### config.mk
export PLATFORM = sky130hd
export DESIGN_NAME = seq_hit_logger_flat
export DESIGN_NICKNAME = d
export VERILOG_FILES = /design/src/rtl/seq_hit_logger_if.sv /design/src/rtl/seq_hit_logger.sv /design/src/flat_wrapper.sv
export SDC_FILE = /design/constraint.sdc
export NUM_CORES = 1
export LEC_CHECK = 0
export ABC_AREA = 1
export CAP_MARGIN = 25
export CORE_MARGIN = 2
export CORE_UTILIZATION = 42
export DETAILED_ROUTE_END_ITERATION = 8
export GPL_TIMING_DRIVEN = 1
export PLACE_DENSITY = 0.69
export SYNTH_ARGS = -nofsm -noshare
export SYNTH_HDL_FRONTEND = slang
export SYNTH_SLANG_ARGS = --single-unit
### constraint.sdc
create_clock -name clk -period 2.8 [get_ports clk]
set_input_delay 0.7 -clock clk [delete_from_list [all_inputs] [get_ports clk]]
set_output_delay 0.7 -clock clk [all_outputs]
set_load 0.005 [all_outputs]
### src/rtl/seq_hit_logger_if.sv
// seq_hit_logger_if
//   Drain bus of the hit logger: the head timestamp of the FIFO is
//   offered on ts_data while ts_valid is high and is removed at a
//   rising edge where ts_ready is also high.
//
//   Signals
//     ts_valid  logger -> consumer  FIFO non-empty
//     ts_ready  consumer -> logger  consumer accepts the head entry
//     ts_data   logger -> consumer  head timestamp (0 when empty)
//
//   Modports
//     master : the logger (drives valid/data)
//     slave  : the consumer (drives ready)
interface seq_hit_logger_if #(
    parameter int TS_W = 16
);
    logic            ts_valid;
    logic            ts_ready;
    logic [TS_W-1:0] ts_data;

    modport master (
        output ts_valid,
        output ts_data,
        input  ts_ready
    );

    modport slave (
        input  ts_valid,
        input  ts_data,
        output ts_ready
    );
endinterface

### src/rtl/seq_hit_logger.sv
// seq_hit_logger
//   Time-stamps every single-cycle detection pulse from the 1001 sequence
//   detector against a free-running cycle counter and queues the stamps
//   in a small FIFO drained over a valid/ready bus. Also keeps a
//   saturating hit count and a sticky overflow flag for hits that were
//   dropped because the FIFO was full.
//
//   Parameters
//     TS_W   timestamp counter / FIFO entry width
//     DEPTH  FIFO depth in entries (power of two, >= 2)
//     CNT_W  hit counter width
//
//   Ports
//     clk        rising-edge clock
//     rst        asynchronous active-low reset
//     hit        detection pulse, one event per high cycle
//     clr        synchronous clear of FIFO, hit_count and overflow
//     ts_if      drain bus (master side): ts_valid / ts_ready / ts_data
//     level      FIFO occupancy, 0..DEPTH
//     hit_count  hits since reset/clr, saturating
//     overflow   sticky: a hit was dropped on a full FIFO
//
//   All outputs come straight from flops or are decoded from flops only.
module seq_hit_logger #(
    parameter int TS_W  = 16,
    parameter int DEPTH = 4,
    parameter int CNT_W = 8
) (
    input  logic                    clk,
    input  logic                    rst,
    input  logic                    hit,
    input  logic                    clr,
    seq_hit_logger_if.master        ts_if,
    output logic [$clog2(DEPTH):0]  level,
    output logic [CNT_W-1:0]        hit_count,
    output logic                    overflow
);
    localparam int                PTR_W    = $clog2(DEPTH);
    localparam int                LVL_W    = PTR_W + 1;
    localparam logic [LVL_W-1:0]  FULL_LVL = LVL_W'(DEPTH);
    localparam logic [CNT_W-1:0]  CNT_MAX  = '1;

    // Saturating increment of the hit counter.
    function automatic logic [CNT_W-1:0] sat_inc(input logic [CNT_W-1:0] v);
        if (v == CNT_MAX) begin
            return v;
        end
        return v + CNT_W'(1);
    endfunction

    logic [TS_W-1:0]  ts_cnt_q,    ts_cnt_d;
    logic [PTR_W-1:0] wr_ptr_q,    wr_ptr_d;
    logic [PTR_W-1:0] rd_ptr_q,    rd_ptr_d;
    logic [LVL_W-1:0] level_q,     level_d;
    logic [CNT_W-1:0] hit_count_q, hit_count_d;
    logic             overflow_q,  overflow_d;

    logic [TS_W-1:0]  mem_q [DEPTH];

    logic             empty;
    logic             full;
    logic             push;
    logic             pop;

    always_comb begin
        empty = (level_q == '0);
        full  = (level_q == FULL_LVL);

        // clr wins over everything: a coincident hit or pop is discarded.
        pop   = !clr && !empty && ts_if.ts_ready;
        // A full FIFO still accepts a push when the head leaves the same cycle.
        push  = !clr && hit && (!full || pop);

        // Timestamp counter wraps naturally and is untouched by clr.
        ts_cnt_d    = ts_cnt_q + TS_W'(1);

        wr_ptr_d    = wr_ptr_q;
        rd_ptr_d    = rd_ptr_q;
        level_d     = level_q;
        hit_count_d = hit_count_q;
        overflow_d  = overflow_q;

        if (clr) begin
            wr_ptr_d    = '0;
            rd_ptr_d    = '0;
            level_d     = '0;
            hit_count_d = '0;
            overflow_d  = 1'b0;
        end else begin
            if (push) begin
                wr_ptr_d = wr_ptr_q + PTR_W'(1);
            end
            if (pop) begin
                rd_ptr_d = rd_ptr_q + PTR_W'(1);
            end
            case ({push, pop})
                2'b10:   level_d = level_q + LVL_W'(1);
                2'b01:   level_d = level_q - LVL_W'(1);
                default: level_d = level_q;
            endcase
            // Dropped hits are still counted.
            if (hit) begin
                hit_count_d = sat_inc(hit_count_q);
            end
            if (hit && !push) begin
                overflow_d = 1'b1;
            end
        end
    end

    always_ff @(posedge clk or negedge rst) begin
        if (!rst) begin
            ts_cnt_q    <= '0;
            wr_ptr_q    <= '0;
            rd_ptr_q    <= '0;
            level_q     <= '0;
            hit_count_q <= '0;
            overflow_q  <= 1'b0;
        end else begin
            ts_cnt_q    <= ts_cnt_d;
            wr_ptr_q    <= wr_ptr_d;
            rd_ptr_q    <= rd_ptr_d;
            level_q     <= level_d;
            hit_count_q <= hit_count_d;
            overflow_q  <= overflow_d;
        end
    end

    // Storage needs no reset: an entry is only visible once level covers it.
    always_ff @(posedge clk) begin
        if (push) begin
            mem_q[wr_ptr_q] <= ts_cnt_q;
        end
    end

    assign ts_if.ts_valid = !empty;
    assign ts_if.ts_data  = empty ? '0 : mem_q[rd_ptr_q];
    assign level          = level_q;
    assign hit_count      = hit_count_q;
    assign overflow       = overflow_q;
endmodule

### src/flat_wrapper.sv
// flat-port wrapper written by rule: the top's interface ports become plain ports
module seq_hit_logger_flat 
#(
    parameter int TS_W  = 16,
    parameter int DEPTH = 4,
    parameter int CNT_W = 8
)
  (clk, rst, hit, clr, level, hit_count, overflow, ts_if_ts_valid, ts_if_ts_data, ts_if_ts_ready);
  seq_hit_logger_if #(.TS_W(TS_W)) ts_if_i ();
  input  logic clk;
  input  logic rst;
  input  logic hit;
  input  logic clr;
  output logic [$clog2(DEPTH):0] level;
  output logic [CNT_W-1:0] hit_count;
  output logic overflow;
  output wire logic [$bits(ts_if_i.ts_valid)-1:0] ts_if_ts_valid;
  output wire logic [$bits(ts_if_i.ts_data)-1:0] ts_if_ts_data;
  input wire logic [$bits(ts_if_i.ts_ready)-1:0] ts_if_ts_ready;
  assign ts_if_ts_valid = ts_if_i.ts_valid;
  assign ts_if_ts_data = ts_if_i.ts_data;
  assign ts_if_i.ts_ready = ts_if_ts_ready;
  seq_hit_logger #(.TS_W(TS_W), .DEPTH(DEPTH), .CNT_W(CNT_W)) u_core (.clk(clk), .rst(rst), .hit(hit), .clr(clr), .ts_if(ts_if_i), .level(level), .hit_count(hit_count), .overflow(overflow));
endmodule
# Word-level counts from Yosys, hierarchy flattened

Memories as Yosys holds them, arrays and structs flattened.
Cells that the tools add are included.
Widths: inputs -> output; s select.

Add/subtract/negate cells: 6
Equal/unequal tests: 5
Mux-type cells: 17
Reductions and logical operators: 17

Operator list:

| kind                  | number |
|---|---|
| $mux 8                | 3 |
| $add 16x1->16 const B | 1 |
| $mux 16               | 1 |
| $add 8x1->8 const B   | 1 |
| $eq 8x8->1 const B    | 1 |
| $mux 2                | 4 |
| $reduce_bool 2->1     | 4 |
| $mux 1                | 7 |
| $pmux 3 s2            | 1 |
| $logic_and 1x1->1     | 5 |
| $add 2x1->2 const B   | 2 |
| $logic_not 1->1       | 4 |
| $add 3x1->3 const B   | 1 |
| $eq 3x3->1 const B    | 1 |
| $logic_not 3->1       | 1 |
| $mux 3                | 1 |
| $ne 3x3->1 const B    | 1 |
| $reduce_bool 3->1     | 1 |
| $sub 3x1->3 const B   | 1 |
| $eq 2x1->1 const B    | 1 |
| $eq 2x2->1 const B    | 1 |
| $reduce_and 2->1      | 1 |
| $logic_or 1x1->1      | 1 |

Bits in registers: 32
RAM bits: 64
Bits of input ports: 5
Output and inout bits: 29
Word-level logic and storage cells: 52
Memories kept: 1

Memory list:

| memory       | words | bits a word | rd ports | clocked after Yosys merged registers in | wr ports | RTL line             | RTL |
|---|---|---|---|---|---|---|---|
| u_core.mem_q | 4     | 16          | 1        | 0                                       | 1        | seq_hit_logger.sv:58 | `logic [TS_W-1:0] mem_q [DEPTH];` |

# Logic depth before layout (Yosys ltp)

Depth in word-level cells: 10
Mapped depth: 13
Mapped depth without buffers: 13

# Worst setup path before layout

OpenSTA, ideal clock, no wires.

Path kind: input port to flip-flop
Start point: in clr
End point: mem u_core.mem_q[0][0], enable pin
Arrival: 1970 ps
Slack: 442 ps
Stages: 6
Buffers on the path: 1
Cell sequence: buf_4 -> nor2_4 -> nand2_4 -> nand3_2 -> nand2_4 -> nor2_1

Cells in the longest elaborated chain, start to end: 7
Elaborated cells on any way between the ends: 8
Those cells by class: mux: 2; reduce/logical: 6

Ends and longest elaborated chain:

| item                             | RTL line                                   | RTL |
|---|---|---|
| from (decl)                      | flat_wrapper.sv:13                         | `input logic clr;` |
| $logic_not 1->1 (*)              | seq_hit_logger.sv:70, seq_hit_logger.sv:72 |  |
| $logic_and 1x1->1 (2 in a row)   | seq_hit_logger.sv:70                       | `pop = !clr && !empty && ts_if.ts_ready;` |
| $logic_or 1x1->1                 | seq_hit_logger.sv:72                       | `push = !clr && hit && (!full \|\| pop);` |
| $logic_and 1x1->1 (*)            | seq_hit_logger.sv:72                       |  |
| $mux 1 (*)                       | seq_hit_logger.sv:131                      | `if (push) begin` |
| $mux 1 (implied by the code) (*) | seq_hit_logger.sv:132                      | `mem_q[wr_ptr_q] <= ts_cnt_q;` |
| to (decl)                        | seq_hit_logger.sv:58                       |  |

Mark *: on every way between the ends. The rest lies on a longest branch, timed or not.

# Worst setup path after layout

Start point: reg u_core.level_q[2] (netlist: u_core.level[2])
End point: out ts_if_ts_data[4]

Cells in the longest elaborated chain, start to end: 2

Ends and longest elaborated chain:

| item                   | RTL line              | RTL |
|---|---|---|
| from (decl)            | seq_hit_logger.sv:54  | `logic [LVL_W-1:0] level_q, level_d;` |
| from (signal assigned) | seq_hit_logger.sv:123 | `level_q <= level_d;` |
| $logic_not 3->1        | seq_hit_logger.sv:66  | `empty = (level_q == '0);` |
| $mux 16                | seq_hit_logger.sv:137 | `assign ts_if.ts_data = empty ? '0 : mem_q[rd_ptr_q];` |
| to (decl)              | flat_wrapper.sv:18    | `output wire logic [$bits(ts_if_i.ts_data)-1:0] ts_if_ts_data;` |

Every way passes these cells.

==> results_dict.tcl <==
set metrics [dict create \
    status "finished clean" \
    drv_slew 0 \
    synth_top_cell_by_area "edfxtp_1" \
    cts_tree "done" \
    min_to "u_core.overflow" \
    die_h_um 105.7 \
    grt-ovfl-total 0 \
    worstReg2RegStart "u_core.level[1]" \
    fin_cells 581 \
    grt_antenna_before_repair 0 \
    die_area_um2 11170 \
    p_leak_nw 1.958 \
    start_util 0.4265 \
    startpoint_type "flop" \
    via_count 2842 \
    min_path_type "reg2reg" \
    setup_violations 0 \
    clkLatencyLatePin_ns 0.36 \
    tns_ns 0 \
    wl_met1_mm 3.624 \
    async_reset_ff_frac 0.3333 \
    rows 37 \
    worst_hold_slack_ns 0.5239 \
    max_stage_delay_ns 0.53 \
    syn_nets 409 \
    grt_first_pass_wirelength_mm 13.93 \
    nFillCells 907 \
    synthAdderAreaFrac 0.02189 \
    yosys_warnings 0 \
    skew_ns 0.01698 \
    grt_pass1_vias 2858 \
    max_freq_ghz 0.3729 \
    reg2reg_slack_ns 0.91 \
    htreeDepth 3 \
    path_class "reg2out" \
    worstPathArrival_ns 1.98 \
    dr_wl_met3_um 320 \
    cp_max_fo 16 \
    cp.required_ns 2.10 \
    layout_setup_ws_ns 0.1185 \
    cp_common_cell "inv_1" \
    fin_crit_ns 2.681 \
    top_layer_used "met4" \
    clk_pin_slew_ns 0.10 \
    dp_hpwl_mm 5.236 \
    synth_top_family_by_area "simple AND/OR/NAND/NOR gates" \
    dr.pass1.iters 4 \
    finalHoldViolations 0 \
    layout-drive-gt1-share 0.1461 \
    hp-start "u_core.overflow" \
    synth_top_area_share 0.4424 \
    seq_area_frac_synth 0.6267 \
    synthTopCellsByArea "edfxtp_1 44%, dfrtp_1 18%, nor2_1 6.8%" \
    grt_max_degree 33 \
    cts_sinks 96 \
    worstMarginPinSlew_ns 0.4270 \
    drt-wirelength-per-cell_um 14.12 \
    dpl.cell_count 564 \
    cp_cell_sequence "inv_1 -> nand2_4 -> inv_1 -> buf_4 -> a21oi_1 -> clkdlybuf4s50_1" \
    ys_types 35 \
    place_area_um2 4851 \
    synth_edf_count 64 \
    crit_buf_inv 4 \
    r2r_end "u_core.level[2]" \
    ir_drop_v 0.0002414 \
    drcViolationCount 0 \
    syn_inst 397 \
    num_antenna_cells 0 \
    numCtsBuffers 9 \
    avgSynthCellArea_um2 10.94 \
    route.met2.wl_mm 4.178 \
    ctsLongestPathBuffers 2 \
    finalInstanceArea_um2 5101 \
    worst_path_max_delay_cell "clkdlybuf4s50_1" \
    yosys_register_bits 96 \
    holdBufCountCts 0 \
    synth_xor_area_frac 0.02794 \
    finalPower_mw 2.765 \
    critPathCaptureType "output port" \
    cts_root_buf "clkbuf_8" \
    antenna_left 0 \
    finalNetCount 452 \
    synth_common_cells "79 x nor2_1, 64 x edfxtp_1, 41 x nand2_1, 37 x o21ai_0" \
    totalWireLength_mm 8.206 \
    maxCapViolCount 0 \
    dp_slack_ns 0.2844 \
    rsz0062_at_grt "no" \
    portBuffers 33 \
    fin_crit_sh 0.9577 \
    gp_congestion 0.8299 \
    synth.most_common_cell "nor2_1" \
    area_delta_synth_final_pct 17.43 \
    synth_ff_type "edfxtp_1" \
    path_delay_family "buffers and inverters" \
    reg2regPathDepth 13 \
    maxSlewHeadroom 0.7153 \
    design.core.area_um2 10180 \
    fin_util 0.5009 \
    synthMuxAreaShare 0 \
    drt_iter0_drc 179 \
    synth_compound_gate_area_share 0.07719 \
    grtUsageTotal 0.1593 \
    syn-cell-area_um2 4344 \
    die_w_um 105.7 \
    min_path_cells 2 \
    p_per_area_nw_per_um2 542.0 \
    vias_per_cell 4.892 \
    yosys.area_share.simple 0.2002 \
    top_level_ports 34 \
]
## state kept, by name (all words and copies together), names as in the netlist
name	flops
u_core.mem_q	64
u_core.ts_cnt_q	16
u_core.hit_count	8
u_core.level	3
u_core.rd_ptr_q	2
u_core.wr_ptr_q	2
u_core.overflow	1
## tightest hold or removal path, stage by stage (launching register included)
cell and delay, ns:
dfrtp_1 0.36, nor2_1 0.05, nor2_1 0.07
## cell type report
class / count / area [um^2] / area share
multi-input cells: 254 / 1421 / 0.2786
repair buffers: 44 / 450.4 / 0.08830
inverters: 35 / 135.1 / 0.02649
flip-flops and latches: 96 / 2728 / 0.5347
clock inverters: 7 / 72.57 / 0.01423
well taps: 136 / 170.2 / 0.03336
clock buffers: 9 / 123.9 / 0.02428
## layout by cell type, fill, tap and decap left out, drive strengths merged
cell / instances
a31oi: 1
edfxtp: 64
xor2: 9
or2: 1
buf: 11
nor2: 87
clkinvlp: 2
clkbuf: 9
clkdlybuf4s50: 33
nand3: 17
a21oi: 19
nand4: 8
clkinv: 2
inv: 38
o21bai: 1
xnor2: 4
nor3: 6
dfrtp: 32
fa: 1
o21ai: 40
nand2: 52
ha: 6
o31ai: 2
## metal layers
layer,track usage,up-vias
met3,0.02474,6
li1,-,1417
met4,0.06673,0
met5,0,-
met1,0.2024,1367
met2,0.2714,52
## logic make-up (layout without fill, tap and decap cells)
logic type      Yosys count  after routing
flops                    96             96
buf+inv                  47             95
compound gates           63             63
xor+xnor                 13             13
fa+ha+maj                 7              7
simple gates            171            171
## how the worst max path moves through the flow
stage                     slack [ns]                 end  cells after the start                from
after CTS                       0.01   ts_if_ts_data[11]                      6  u_core.rd_ptr_q[0]
final                           0.12    ts_if_ts_data[4]                      6     u_core.level[2]
after detailed placement        0.28     u_core.level[2]                     12                 hit
after floorplan                 0.44  u_core.mem_q[0][0]                      6                 clr
after global routing            0.01   ts_if_ts_data[13]                      6  u_core.rd_ptr_q[0]
after global placement          0.33     u_core.level[2]                     12                 hit
## repair_timing
action | 4_1_cts | 5_1_grt
gates cloned | 0 | 0
gates resized for setup | 1 | 10
endpoints found under the setup margin | 8 | 16
buffers inserted | 0 | 1
pin swaps | 0 | 0
## where the power goes
part | switching [mW] | internal (mW) | leakage, nW
Sequential | 0.0306 | 1.55 | 1.01
Combinational | 0.172 | 0.140 | 0.853
Clock | 0.526 | 0.351 | 0.0970
Note: power is estimated with default switching activity, not from simulation.
==> patch: new RTL, same settings <==
`CNT_W` is set to 8 in 2 places; all go to 6.
--- a/src/rtl/seq_hit_logger.sv
+++ b/src/rtl/seq_hit_logger.sv
@@ -24,7 +24,7 @@
 module seq_hit_logger #(
     parameter int TS_W  = 16,
     parameter int DEPTH = 4,
-    parameter int CNT_W = 8
+    parameter int CNT_W = 6
 ) (
     input  logic                    clk,
     input  logic                    rst,
--- a/src/flat_wrapper.sv
+++ b/src/flat_wrapper.sv
@@ -3,7 +3,7 @@
 #(
     parameter int TS_W  = 16,
     parameter int DEPTH = 4,
-    parameter int CNT_W = 8
+    parameter int CNT_W = 6
 )
   (clk, rst, hit, clr, level, hit_count, overflow, ts_if_ts_valid, ts_if_ts_data, ts_if_ts_ready);
   seq_hit_logger_if #(.TS_W(TS_W)) ts_if_i ();
Ports: changed (resized hit_count); port bits go from 34 to 32. No check against the original RTL was run, so the function may have changed too.
==> patch against the unedited design <==
Synthesized area decreased by 3.7%. Combinational power is 15% lower. Clock skew down 0.0033 ns. Worst setup slack improved by 0.014 ns. Synthesized cell count is 4.8% lower. Routed wire length decreased by 3.0%. Sequential cell count decreased by 2. Power increased by 0.38%. Design area decreased by 3.7%. Critical endpoint is now ts_if_ts_data[11]. Highest routed layer unchanged.
==> patch: results (changes against the unedited design) <==
| Metric | Value |
|---|---|
| Post-layout nets | 430 (was 452) |
| Number of distinct library cell variants in the gate-level netlist after synthesis | 35 (unchanged) |
| Largest net degree at the start of global routing | 31 (was 33) |
| Worst-case setup slack after placement | 0.296 ns (was 0.284 ns) |
| Vias after detailed routing | 2707 (was 2842) |
| Cts repair resizes | 0 (was 1) |
| Final WS setup | 0.133 ns (was 0.119 ns) |
| Rel. slew slack | 73.9% (was 71.5%) |
| Result of the run | finished, final reports clean (unchanged) |
| Global-route wire length before repair | 13400 um (was 13900 um) |
| Drt initial violations | 138 (was 179) |
| Clock Skews | 0.0136 ns (was 0.0170 ns) |
| Critical path endpoint | ts_if_ts_data[11] (was ts_if_ts_data[4]) |
| Peak VDD IR | 0.000207 V (was 0.000241 V) |
| Average wire length per cell after detail routing | 14.3 um (was 14.1 um) |
| Top cells by count, synth | sky130_fd_sc_hd__nor2_1 (76), sky130_fd_sc_hd__edfxtp_1 (64), sky130_fd_sc_hd__nand2_1 (39) (was sky130_fd_sc_hd__nor2_1 (79), sky130_fd_sc_hd__edfxtp_1 (64), sky130_fd_sc_hd__nand2_1 (41)) |
| Number of filler cells placed in the layout | 867 (was 907) |
| Sum of net half-perimeters after detailed placement | 5020 um (was 5240 um) |
| Worst reg2reg path depth | 12 (was 13) |
| Peak fanout along the critical path | 15 (was 16) |
| Port Buf Inserts | 31 (was 33) |
| Fraction of layout instances using a drive strength above 1 | 14.2% (was 14.6%) |
| Register area share after synthesis | 63.9% (was 62.7%) |
| Syn_nets | 390 (was 409) |
| Proportion of register bits with asynchronous set or reset after synthesis | 31.9% (was 33.3%) |
| Leading post-synthesis cells by cell area | sky130_fd_sc_hd__edfxtp_1 (46%), sky130_fd_sc_hd__dfrtp_1 (18%), sky130_fd_sc_hd__nor2_1 (6.8%), sky130_fd_sc_hd__o21ai_0 (3.6%), sky130_fd_sc_hd__nand2_1 (3.5%) (was sky130_fd_sc_hd__edfxtp_1 (44%), sky130_fd_sc_hd__dfrtp_1 (18%), sky130_fd_sc_hd__nor2_1 (6.8%), sky130_fd_sc_hd__o21ai_0 (4.3%), sky130_fd_sc_hd__nand2_1 (3.5%)) |
| Routability congestion estimate | 0.754 (was 0.830) |
| Critical path launch point | u_core.rd_ptr_q[1] (was u_core.level[2]) |
| Flop-to-flop setup slack | 0.82 ns (was 0.91 ns) |
| P_leak | 1.88 nW (was 1.96 nW) |
patch: power breakdown:
| group | total (W) | switching (W) | internal, W |
|---|---|---|---|
| Combinational | 0.000266 | 0.000155 | 0.000111 |
| Clock | 0.000983 | 0.000477 | 0.000506 |
| Sequential | 0.00153 | 0.0000189 | 0.00151 |
patch: layer usage:
metal | up-vias | GRT usage [%] | wire length (um)
met1 | 1284 | 21.7 | 3720
met5 | - | 0 | 0
met4 | 0 | 7.53 | 196
met2 | 54 | 25.0 | 3820
li1 | 1353 | - | -
met3 | 16 | 2.71 | 223
patch: cell families after synthesis:
kind of cell	synth area share, %
adders and majority gates	2.27
DFF	63.9
xor gates and xnor gates	2.69
buffers and inverters	4.34
AOI/OAI and AO/OA	7.54
and+or+nand+nor	19.3
patch: layout make-up:
class	instances	area, um2	area share [%]
clock buffers	9	124	2.52
multi-input cells	242	1330	27.1
inverters	30	115	2.34
clock inverters	7	96.3	1.96
well taps	133	166	3.39
repair buffers	41	405	8.25
flip-flops and latches	94	2670	54.4
patch: metrics by stage:
step           instance area [um2]  total power (W)  utilization, %  instances  hold slack, ns
3_3_place_gp                  4680          0.00182            48.1        540           0.488
3_5_place_dp                  4680          0.00182            48.1        540           0.494
6_report                      4910          0.00278            50.5        556           0.509
5_1_grt                       4910          0.00289            50.5        556           0.564
2_1_floorplan                 4180          0.00170               -        378           0.404
4_1_cts                       4900          0.00280            50.4        556           0.516
patch: worst min path at each step:
stage,startpoint,to,slack [ns],cells after the start
CTS,u_core.overflow,u_core.overflow,0.52,2
detailed placement,u_core.overflow,u_core.overflow,0.49,2
global route,u_core.overflow,u_core.overflow,0.56,2
finish,u_core.overflow,u_core.overflow,0.51,2
global placement,u_core.overflow,u_core.overflow,0.49,2
floorplan,rst,u_core.hit_count[0],0.40,0
patch: worst reg2reg max path: stages, from the launching register on:
cell	delay [ns]
sky130_fd_sc_hd__dfrtp_1	0.46
sky130_fd_sc_hd__nor2_4	0.21
sky130_fd_sc_hd__nand2_4	0.11
sky130_fd_sc_hd__nand3_2	0.11
sky130_fd_sc_hd__inv_2	0.06
sky130_fd_sc_hd__fa_1	0.38
sky130_fd_sc_hd__or2_1	0.24
sky130_fd_sc_hd__nand2_1	0.07
sky130_fd_sc_hd__nand2_1	0.05
sky130_fd_sc_hd__nand2_1	0.05
sky130_fd_sc_hd__inv_1	0.03
sky130_fd_sc_hd__nand2_1	0.06
sky130_fd_sc_hd__nand2_1	0.05
